**src/rtl/draw_pkg.sv**
```systemverilog
// Shared types and constants for the Bresenham line rasteriser.
package draw_pkg;

  typedef enum logic [1:0] {
    IDLE  = 2'd0,
    SETUP = 2'd1,
    DRAW  = 2'd2,
    DONE  = 2'd3
  } state_e;

  localparam int X_W_DEF  = 10;
  localparam int Y_W_DEF  = 9;
  localparam int SCREEN_W = 640;
  localparam int SCREEN_H = 480;

  // Two bits beyond the widest coordinate hold the sign plus the doubled error term.
  localparam int ERR_W = ((X_W_DEF > Y_W_DEF) ? X_W_DEF : Y_W_DEF) + 2;

  typedef logic signed [ERR_W-1:0] err_t;

endpackage

```
**src/rtl/clamp_coord.sv**
```systemverilog
// Saturates a coordinate to the largest legal value on its axis.
module clamp_coord #(
  parameter int W   = 10,
  parameter int MAX = 639
) (
  input  logic [W-1:0] value_i,
  output logic [W-1:0] value_o
);

  localparam logic [W-1:0] MaxV = W'(MAX);

  assign value_o = (value_i > MaxV) ? MaxV : value_i;

endmodule

```
**src/rtl/line_draw_engine.sv**
```systemverilog
// Bresenham line rasteriser: one line request in, one pixel per valid/ready handshake out.
// write_done stays high after the final pixel until the next request or reset.
module line_draw_engine
  import draw_pkg::*;
#(
  parameter int X_W   = X_W_DEF,
  parameter int Y_W   = Y_W_DEF,
  parameter int X_MAX = SCREEN_W - 1,
  parameter int Y_MAX = SCREEN_H - 1
) (
  input  logic           clk,
  input  logic           reset,
  input  logic           start,
  input  logic [X_W-1:0] x0,
  input  logic [Y_W-1:0] y0,
  input  logic [X_W-1:0] x1,
  input  logic [Y_W-1:0] y1,
  output logic [X_W-1:0] pixel_x,
  output logic [Y_W-1:0] pixel_y,
  output logic           pixel_valid,
  input  logic           pixel_ready,
  output logic           busy,
  output logic           write_done,
  output logic [X_W:0]   pixel_count
);

  state_e state_q, state_d;

  logic [X_W-1:0] x0_clamp, x1_clamp;
  logic [Y_W-1:0] y0_clamp, y1_clamp;

  logic [X_W-1:0] xs_q, xs_d, xe_q, xe_d, cx_q, cx_d;
  logic [Y_W-1:0] ys_q, ys_d, ye_q, ye_d, cy_q, cy_d;
  err_t           dx_q, dx_d, dy_q, dy_d, err_q, err_d;
  err_t           e2;
  logic           sx_q, sx_d, sy_q, sy_d;
  logic [X_W:0]   cnt_q, cnt_d;

  logic in_draw, xfer, at_end, step_x, step_y;

  clamp_coord #(.W(X_W), .MAX(X_MAX)) u_clamp_x0 (.value_i(x0), .value_o(x0_clamp));
  clamp_coord #(.W(Y_W), .MAX(Y_MAX)) u_clamp_y0 (.value_i(y0), .value_o(y0_clamp));
  clamp_coord #(.W(X_W), .MAX(X_MAX)) u_clamp_x1 (.value_i(x1), .value_o(x1_clamp));
  clamp_coord #(.W(Y_W), .MAX(Y_MAX)) u_clamp_y1 (.value_i(y1), .value_o(y1_clamp));

  assign in_draw = (state_q == DRAW);
  assign xfer    = in_draw & pixel_ready;
  assign at_end  = (cx_q == xe_q) && (cy_q == ye_q);

  // Both axis decisions look at the same pre-update error term.
  assign e2     = err_q <<< 1;
  assign step_x = (e2 >= dy_q);
  assign step_y = (e2 <= dx_q);

  always_ff @(posedge clk or posedge reset) begin
    if (reset) begin
      state_q <= IDLE;
    end else begin
      state_q <= state_d;
    end
  end

  always_comb begin
    state_d = state_q;
    case (state_q)
      IDLE, DONE: if (start) state_d = SETUP;
      SETUP:      state_d = DRAW;
      DRAW:       if (xfer && at_end) state_d = DONE;
      default:    state_d = IDLE;
    endcase
  end

  always_comb begin
    pixel_valid = in_draw;
    busy        = (state_q == SETUP) || in_draw;
    write_done  = (state_q == DONE);
    pixel_x     = cx_q;
    pixel_y     = cy_q;
    pixel_count = cnt_q;
  end

  always_comb begin
    xs_d  = xs_q;
    ys_d  = ys_q;
    xe_d  = xe_q;
    ye_d  = ye_q;
    cx_d  = cx_q;
    cy_d  = cy_q;
    dx_d  = dx_q;
    dy_d  = dy_q;
    err_d = err_q;
    sx_d  = sx_q;
    sy_d  = sy_q;
    cnt_d = cnt_q;
    case (state_q)
      IDLE, DONE: begin
        if (start) begin
          xs_d  = x0_clamp;
          ys_d  = y0_clamp;
          xe_d  = x1_clamp;
          ye_d  = y1_clamp;
          cnt_d = '0;
        end
      end
      SETUP: begin
        dx_d  = (xe_q >= xs_q) ? err_t'(xe_q - xs_q) : err_t'(xs_q - xe_q);
        dy_d  = (ye_q >= ys_q) ? -err_t'(ye_q - ys_q) : -err_t'(ys_q - ye_q);
        sx_d  = (xs_q < xe_q);
        sy_d  = (ys_q < ye_q);
        err_d = dx_d + dy_d;
        cx_d  = xs_q;
        cy_d  = ys_q;
      end
      DRAW: begin
        if (xfer) begin
          cnt_d = cnt_q + 1'b1;
          if (!at_end) begin
            err_d = err_q + (step_x ? dy_q : '0) + (step_y ? dx_q : '0);
            if (step_x) cx_d = sx_q ? cx_q + 1'b1 : cx_q - 1'b1;
            if (step_y) cy_d = sy_q ? cy_q + 1'b1 : cy_q - 1'b1;
          end
        end
      end
      default: ;
    endcase
  end

  always_ff @(posedge clk or posedge reset) begin
    if (reset) begin
      xs_q  <= '0;
      ys_q  <= '0;
      xe_q  <= '0;
      ye_q  <= '0;
      cx_q  <= '0;
      cy_q  <= '0;
      dx_q  <= '0;
      dy_q  <= '0;
      err_q <= '0;
      sx_q  <= 1'b0;
      sy_q  <= 1'b0;
      cnt_q <= '0;
    end else begin
      xs_q  <= xs_d;
      ys_q  <= ys_d;
      xe_q  <= xe_d;
      ye_q  <= ye_d;
      cx_q  <= cx_d;
      cy_q  <= cy_d;
      dx_q  <= dx_d;
      dy_q  <= dy_d;
      err_q <= err_d;
      sx_q  <= sx_d;
      sy_q  <= sy_d;
      cnt_q <= cnt_d;
    end
  end

endmodule

```
**config.mk**
```make
export PLATFORM = sky130hd
export DESIGN_NAME = line_draw_engine
export DESIGN_NICKNAME = d
export VERILOG_FILES = /design/src/rtl/draw_pkg.sv /design/src/rtl/clamp_coord.sv /design/src/rtl/line_draw_engine.sv
export SDC_FILE = /design/constraint.sdc
export NUM_CORES = 1
export LEC_CHECK = 0
export ABC_AREA = 1
export BUFFER_PORTS_ARGS = -buffer_cell sky130_fd_sc_hd__buf_2
export CAP_MARGIN = 20
export CELL_PAD_IN_SITES_DETAIL_PLACEMENT = 0
export CELL_PAD_IN_SITES_GLOBAL_PLACEMENT = 2
export CORE_MARGIN = 5
export CORE_UTILIZATION = 38
export DETAILED_ROUTE_END_ITERATION = 16
export HOLD_SLACK_MARGIN = 0.02
export PLACE_DENSITY_LB_ADDON = 0.1
export SLEW_MARGIN = 20
export SYNTH_ARGS = -nofsm -noshare
export SYNTH_HDL_FRONTEND = slang
export SYNTH_HIERARCHICAL = 1
export SYNTH_SLANG_ARGS = --single-unit
```
**constraint.sdc**
```tcl
create_clock -name clk -period 10.3 [get_ports clk]
set_input_delay 1.03 -clock clk [delete_from_list [all_inputs] [get_ports clk]]
set_output_delay 1.03 -clock clk [all_outputs]
set_load 0.005 [all_outputs]
```
==> results.py, run 1 <==
metrics = {
    "critical_path": {
        "worstPathArrival_ns": 4.67,
        "cp_max_fo": 13,
        "critPathKind": "reg2reg",
        "worstPathRequired_ns": 10.52,
        "rr_worst_depth": 23,
        "worstSetupStartpointType": "register",
        "end_kind": "register",
    },
    "timing": {
        "grt_setup_unrepaired": "false",
        "setup_viol": 0,
        "tns_ns": 0,
        "relSlewSlack_pct": 41.7,
        "fin_crit_sh_pct": 43.2,
        "tightest_slew_ns": 0.875,
        "worst_hold_slack_ns": 0.488,
        "period_needed_ns": 4.45,
        "max_clock_freq_mhz": 225,
        "finalHoldViolations": 0,
        "slew_viol_final": 0,
        "skew_ns": 0.0148,
    },
    "grt": {
        "grtUsageTotal_pct": 20.9,
        "grt_pass1_wl_um": 48200,
        "first_global_vias": 8905,
        "overflow": 0,
        "antenna_found_initial": 0,
        "grt_max_degree": 77,
    },
    "clock_network": {
        "cts_buffer_depth": 2,
        "cts_resized": 0,
        "postCtsHoldBufs": 0,
        "clk_latency_ns": 0.36,
        "cts_tree": "done",
        "postCtsSetupRepairBufs": 0,
        "cts_max_level": 3,
        "root_buffer": "clkbuf_16",
        "cts_sinks": 106,
        "clk_pin_slew_ns": 0.08,
        "cts_buffers": 9,
    },
    "layout": {
        "seq_area_um2": 2650,
        "synthToLayoutAreaGrowth_pct": 8.91,
        "final_common_cell": "nand2_1",
        "diodes": 0,
        "fillCellCount": 2789,
        "multi_input_area_um2": 6170,
        "utilization_pct": 41.8,
        "final_cells": 1814,
        "drive_gt1_share_pct": 12.1,
        "nets": 1634,
        "layout_common_cells": "nand2_1 (364), inv_1 (227), o21ai_0 (131)",
    },
    "drt": {
        "drt_pass1_iterations": 5,
        "vias_per_cell": 4.95,
        "drt_wl_total_um": 29900,
        "drt_iter0_markers": 509,
        "postRouteAntennaNets": 0,
        "vias": 8974,
        "drcViolationCount": 0,
        "wl_per_cell_um": 16.5,
    },
    "logic_synthesis": {
        "synth_edf_count": 0,
        "async_flop_share_pct": 100,
        "ys_seq_elements": 106,
        "netlist_area_um2": 9950,
        "synth.avg_cell_area_um2": 6.98,
        "ys_warn_count": 6,
        "yosysSeqAreaShare_pct": 26.7,
        "synth_top_flop_cell": "dfrtp_1",
        "syn-num-nets": 1585,
        "ys_types": 53,
        "synthCells": 1425,
    },
    "floorplanning": {
        "core_area_um2": 25900,
        "start_util_pct": 38.4,
        "dieArea_um2": 29500,
        "die_w_um": 172,
        "ios": 75,
        "rows": 59,
        "chipHeight_um": 172,
    },
    "worst_hold_path": {
        "min_path_cells": 1,
        "holdCritPathClass": "reg2reg",
    },
    "outcome": {
        "status": "complete, no violations",
    },
    "placement": {
        "hpwl_um": 24300,
        "dp_cells": 1798,
        "portBuffers": 74,
        "routabilityCongestion": 0.916,
    },
    "run": {
        "drv_cap": 0,
    },
}
## area by class of cell
class	count	area share, %
multi-input combinational	1038	56.9
sequential	106	24.5
inverter	240	8.34
tap	335	3.87
timing repair buffer	79	3.76
clock buffer	9	2.08
clock inverter	7	0.577
## worst max-delay path, stage by stage (launching register included)
cell and delay, ns:
dfrtp_1 0.44, ha_1 0.34, nand4_1 0.14, nor2_1 0.17, nand2_1 0.10, nand4_1 0.08, nand3_1 0.47, nand2_1 0.19
inv_1 0.07, fa_1 0.48, ha_1 0.23, inv_1 0.09, fa_1 0.40, nand3b_1 0.17, nand2_1 0.11, nand2_1 0.06
nand2_1 0.06, a21oi_1 0.08, nor2_1 0.12, o21ai_0 0.09, nand2_1 0.08, a21oi_1 0.06, o21ai_0 0.17, a31oi_1 0.12
## synth_stat cells (5+ instances only)
library cell	n	area [um2]
o21bai_1	14	105
a31oi_1	9	56.3
o21ai_1	10	50.1
nand2_2	19	119
fa_1	18	360
nor2_2	10	62.6
buf_6	8	90.1
o2111ai_1	5	43.8
o22ai_1	8	50.1
nor3_1	8	40.0
a21oi_1	71	355
clkbuf_1	21	78.8
dfrtp_1	106	2650
or2_2	10	62.6
ha_1	100	1250
inv_2	11	41.3
nand2_1	364	1370
buf_2	5	25.0
o21ai_0	131	656
o211ai_1	6	45.0
xnor2_1	11	96.3
xor2_1	19	166
inv_1	229	860
o21ai_2	8	70.1
nand3_1	68	340
nand3_2	6	60.1
nand4_1	13	81.3
nor2_1	87	327
## through the flow
| step | cell area [um2] | setup WS [ns] |
|---|---|---|
| after floorplan | 9950 | 6.48 |
| final | 10800 | 5.85 |
| after detailed placement | 10600 | 5.82 |
| after global placement | 10600 | 5.84 |
| after global routing | 10800 | 5.31 |
| after CTS | 10800 | 5.79 |
## logic make-up after synthesis
logic type	share of synthesized area, %
buf+inv	11.4
fa+ha+maj	16.2
simple gates	26.1
xor+xnor	2.80
compound gates	16.9
flops	26.7
## path summary, 6_finish.rpt
path | from | end | slack, ns
max | err_q[10] | err_q[9] | 5.85
min | pixel_count[9] | pixel_count[9] | 0.49
max reg2reg | err_q[10] | err_q[9] | 5.85
min reg2reg | pixel_count[9] | pixel_count[9] | 0.49
max in group asynchronous | reset | dy_q[0] | 8.24
min in group asynchronous | reset | dy_q[3] | 0.75
## flip-flops by register name, indices dropped and copies added, names as in the netlist
name,cells
pixel_count,11
ye_q,9
state_q,2
xs_q,10
dx_q,11
xe_q,10
sy_q,1
err_q,11
sx_q,1
ys_q,9
dy_q,12
pixel_x,10
pixel_y,9
## metal layers
metal | routed length, um | GRT usage, % | up-vias
met3 | 912 | 2.14 | 27
met1 | 14700 | 29.8 | 4127
met4 | 689 | 5.91 | 0
met5 | 0 | 0 | -
li1 | - | - | 4669
met2 | 13700 | 33.8 | 151
Power of run 1 is not shown: default switching activity piles up to over one toggle a cycle in this logic, so the estimate is an artifact.
==> inputs of run 2 (changes only) <==
Settings changed: CORE_UTILIZATION 38 to 35.
Clock period 10.3 ns to 4.65 ns, I/O delays scaled along.
==> results.py, run 2 (synthesized netlist as in run 1, its figures left out) <==
metrics = {
    "drt": {
        "drt_iter0_markers": 495,
        "vias": 8929,
        "wl_per_cell_um": 16.5,
        "drcViolationCount": 0,
        "postRouteAntennaNets": 0,
        "drt_pass1_iterations": 5,
        "vias_per_cell": 4.79,
        "drt_wl_total_um": 30800,
    },
    "layout": {
        "synthToLayoutAreaGrowth_pct": 10.0,
        "drive_gt1_share_pct": 12.6,
        "diodes": 0,
        "layout_common_cells": "nand2_1 (364), inv_1 (226), o21ai_0 (131)",
        "nets": 1643,
        "fillCellCount": 3088,
        "final_common_cell": "nand2_1",
        "top_register": "dy_q",
        "largest_reg_flops": 12,
    },
    "run": {
        "drv_cap": 0,
    },
    "timing": {
        "skew_ns": 0.0125,
        "tightest_slew_ns": 0.813,
        "grt_setup_unrepaired": "false",
        "worst_slack_ns": 0.424,
        "max_clock_freq_mhz": 237,
        "worst_hold_slack_ns": 0.137,
        "period_needed_ns": 4.23,
        "finalHoldViolations": 0,
        "relSlewSlack_pct": 45.2,
        "tns_ns": 0,
        "fin_crit_sh_pct": 90.9,
        "slew_viol_final": 0,
        "setup_viol": 0,
    },
    "worst_hold_path": {
        "holdCritPathClass": "in2async",
    },
    "floorplanning": {
        "ios": 75,
        "dieArea_um2": 31900,
        "start_util_pct": 35.6,
        "chipHeight_um": 179,
        "core_area_um2": 27900,
        "die_w_um": 179,
        "rows": 61,
    },
    "clock_network": {
        "cts_max_level": 3,
        "root_buffer": "clkbuf_16",
        "clk_latency_ns": 0.36,
        "cts_tree": "done",
        "cts_sinks": 106,
        "postCtsHoldBufs": 0,
        "cts_buffers": 9,
        "clk_pin_slew_ns": 0.08,
        "cts_buffer_depth": 2,
    },
    "grt": {
        "grt_use_met1_pct": 27.4,
        "first_global_vias": 9145,
        "gr-max-usage-layer": "met2",
        "antenna_found_initial": 0,
        "overflow": 0,
        "grt_max_degree": 72,
        "grtUsageMet2_pct": 34.2,
        "grt_use_met3_pct": 2.29,
        "grt_pass1_wl_um": 49500,
        "grtUsageTotal_pct": 19.9,
    },
    "critical_path": {
        "end_kind": "register",
        "cp_common_cell": "nand2_1",
        "cpPeakStageDelay_ns": 0.43,
        "worstPathRequired_ns": 4.93,
        "cp_slowest_cell": "dfrtp_1",
        "critPathKind": "reg2reg",
        "cp_max_fo": 8,
        "worstPathArrival_ns": 4.50,
        "worstSetupStartpointType": "register",
    },
    "placement": {
        "hpwl_um": 25200,
        "routabilityCongestion": 0.851,
        "portBuffers": 74,
        "place_ws_ns": 0.225,
    },
    "outcome": {
        "status": "complete, no violations",
    },
}
run 2: final cells by class:
class                           count  area (um2)  share of cell area (%)
Tap cell                          378         473                    4.32
Clock buffer                       10         229                    2.09
Inverter                          240         907                    8.28
Clock inverter                      5        41.3                   0.377
Sequential cell                   106        2650                    24.2
Multi-Input combinational cell   1038        6170                    56.4
Timing Repair Buffer               88         475                    4.34
run 2: stage by stage:
step,instances,instance area [um2],utilization (%)
after floorplan,1425,9950,-
after global placement,1846,10600,38.1
after detailed placement,1846,10600,38.1
final,1865,11000,39.2
after global routing,1865,11000,39.2
after CTS,1861,10900,39.1
run 2: timing repair:
action | in CTS | in global routing
gates resized for setup | 0 | 2
endpoints found under the setup margin | 0 | 1
setup buffers | 0 | 4
run 2: per-layer routing:
metal / vias to the layer above / routed length [um]
met2: 118 / 14600
met4: 0 / 283
met3: 18 / 728
met1: 4107 / 15100
li1: 4686 / -
met5: - / 0
run 2: final timing paths:
kind	start	to	slack [ns]	depth (start not counted)
max	err_q[10]	err_q[9]	0.42	25
min	reset	pixel_count[2]	0.14	2
max reg2reg	err_q[10]	err_q[9]	0.42	25
min reg2reg	pixel_count[9]	pixel_count[9]	0.50	1
max in group asynchronous	reset	dx_q[8]	3.53	3
min in group clk	y1[6]	ye_q[6]	0.34	3
run 2: critical path, delay by kind of cell (launching register included):
family / cells / cell delay (ns)
buffers and inverters: 2 / 0.31
DFF: 1 / 0.43
AOI/OAI and AO/OA: 5 / 0.72
and+or+nand+nor: 14 / 1.37
adders and majority gates: 4 / 1.30
Power of run 2 is left out for the same reason.
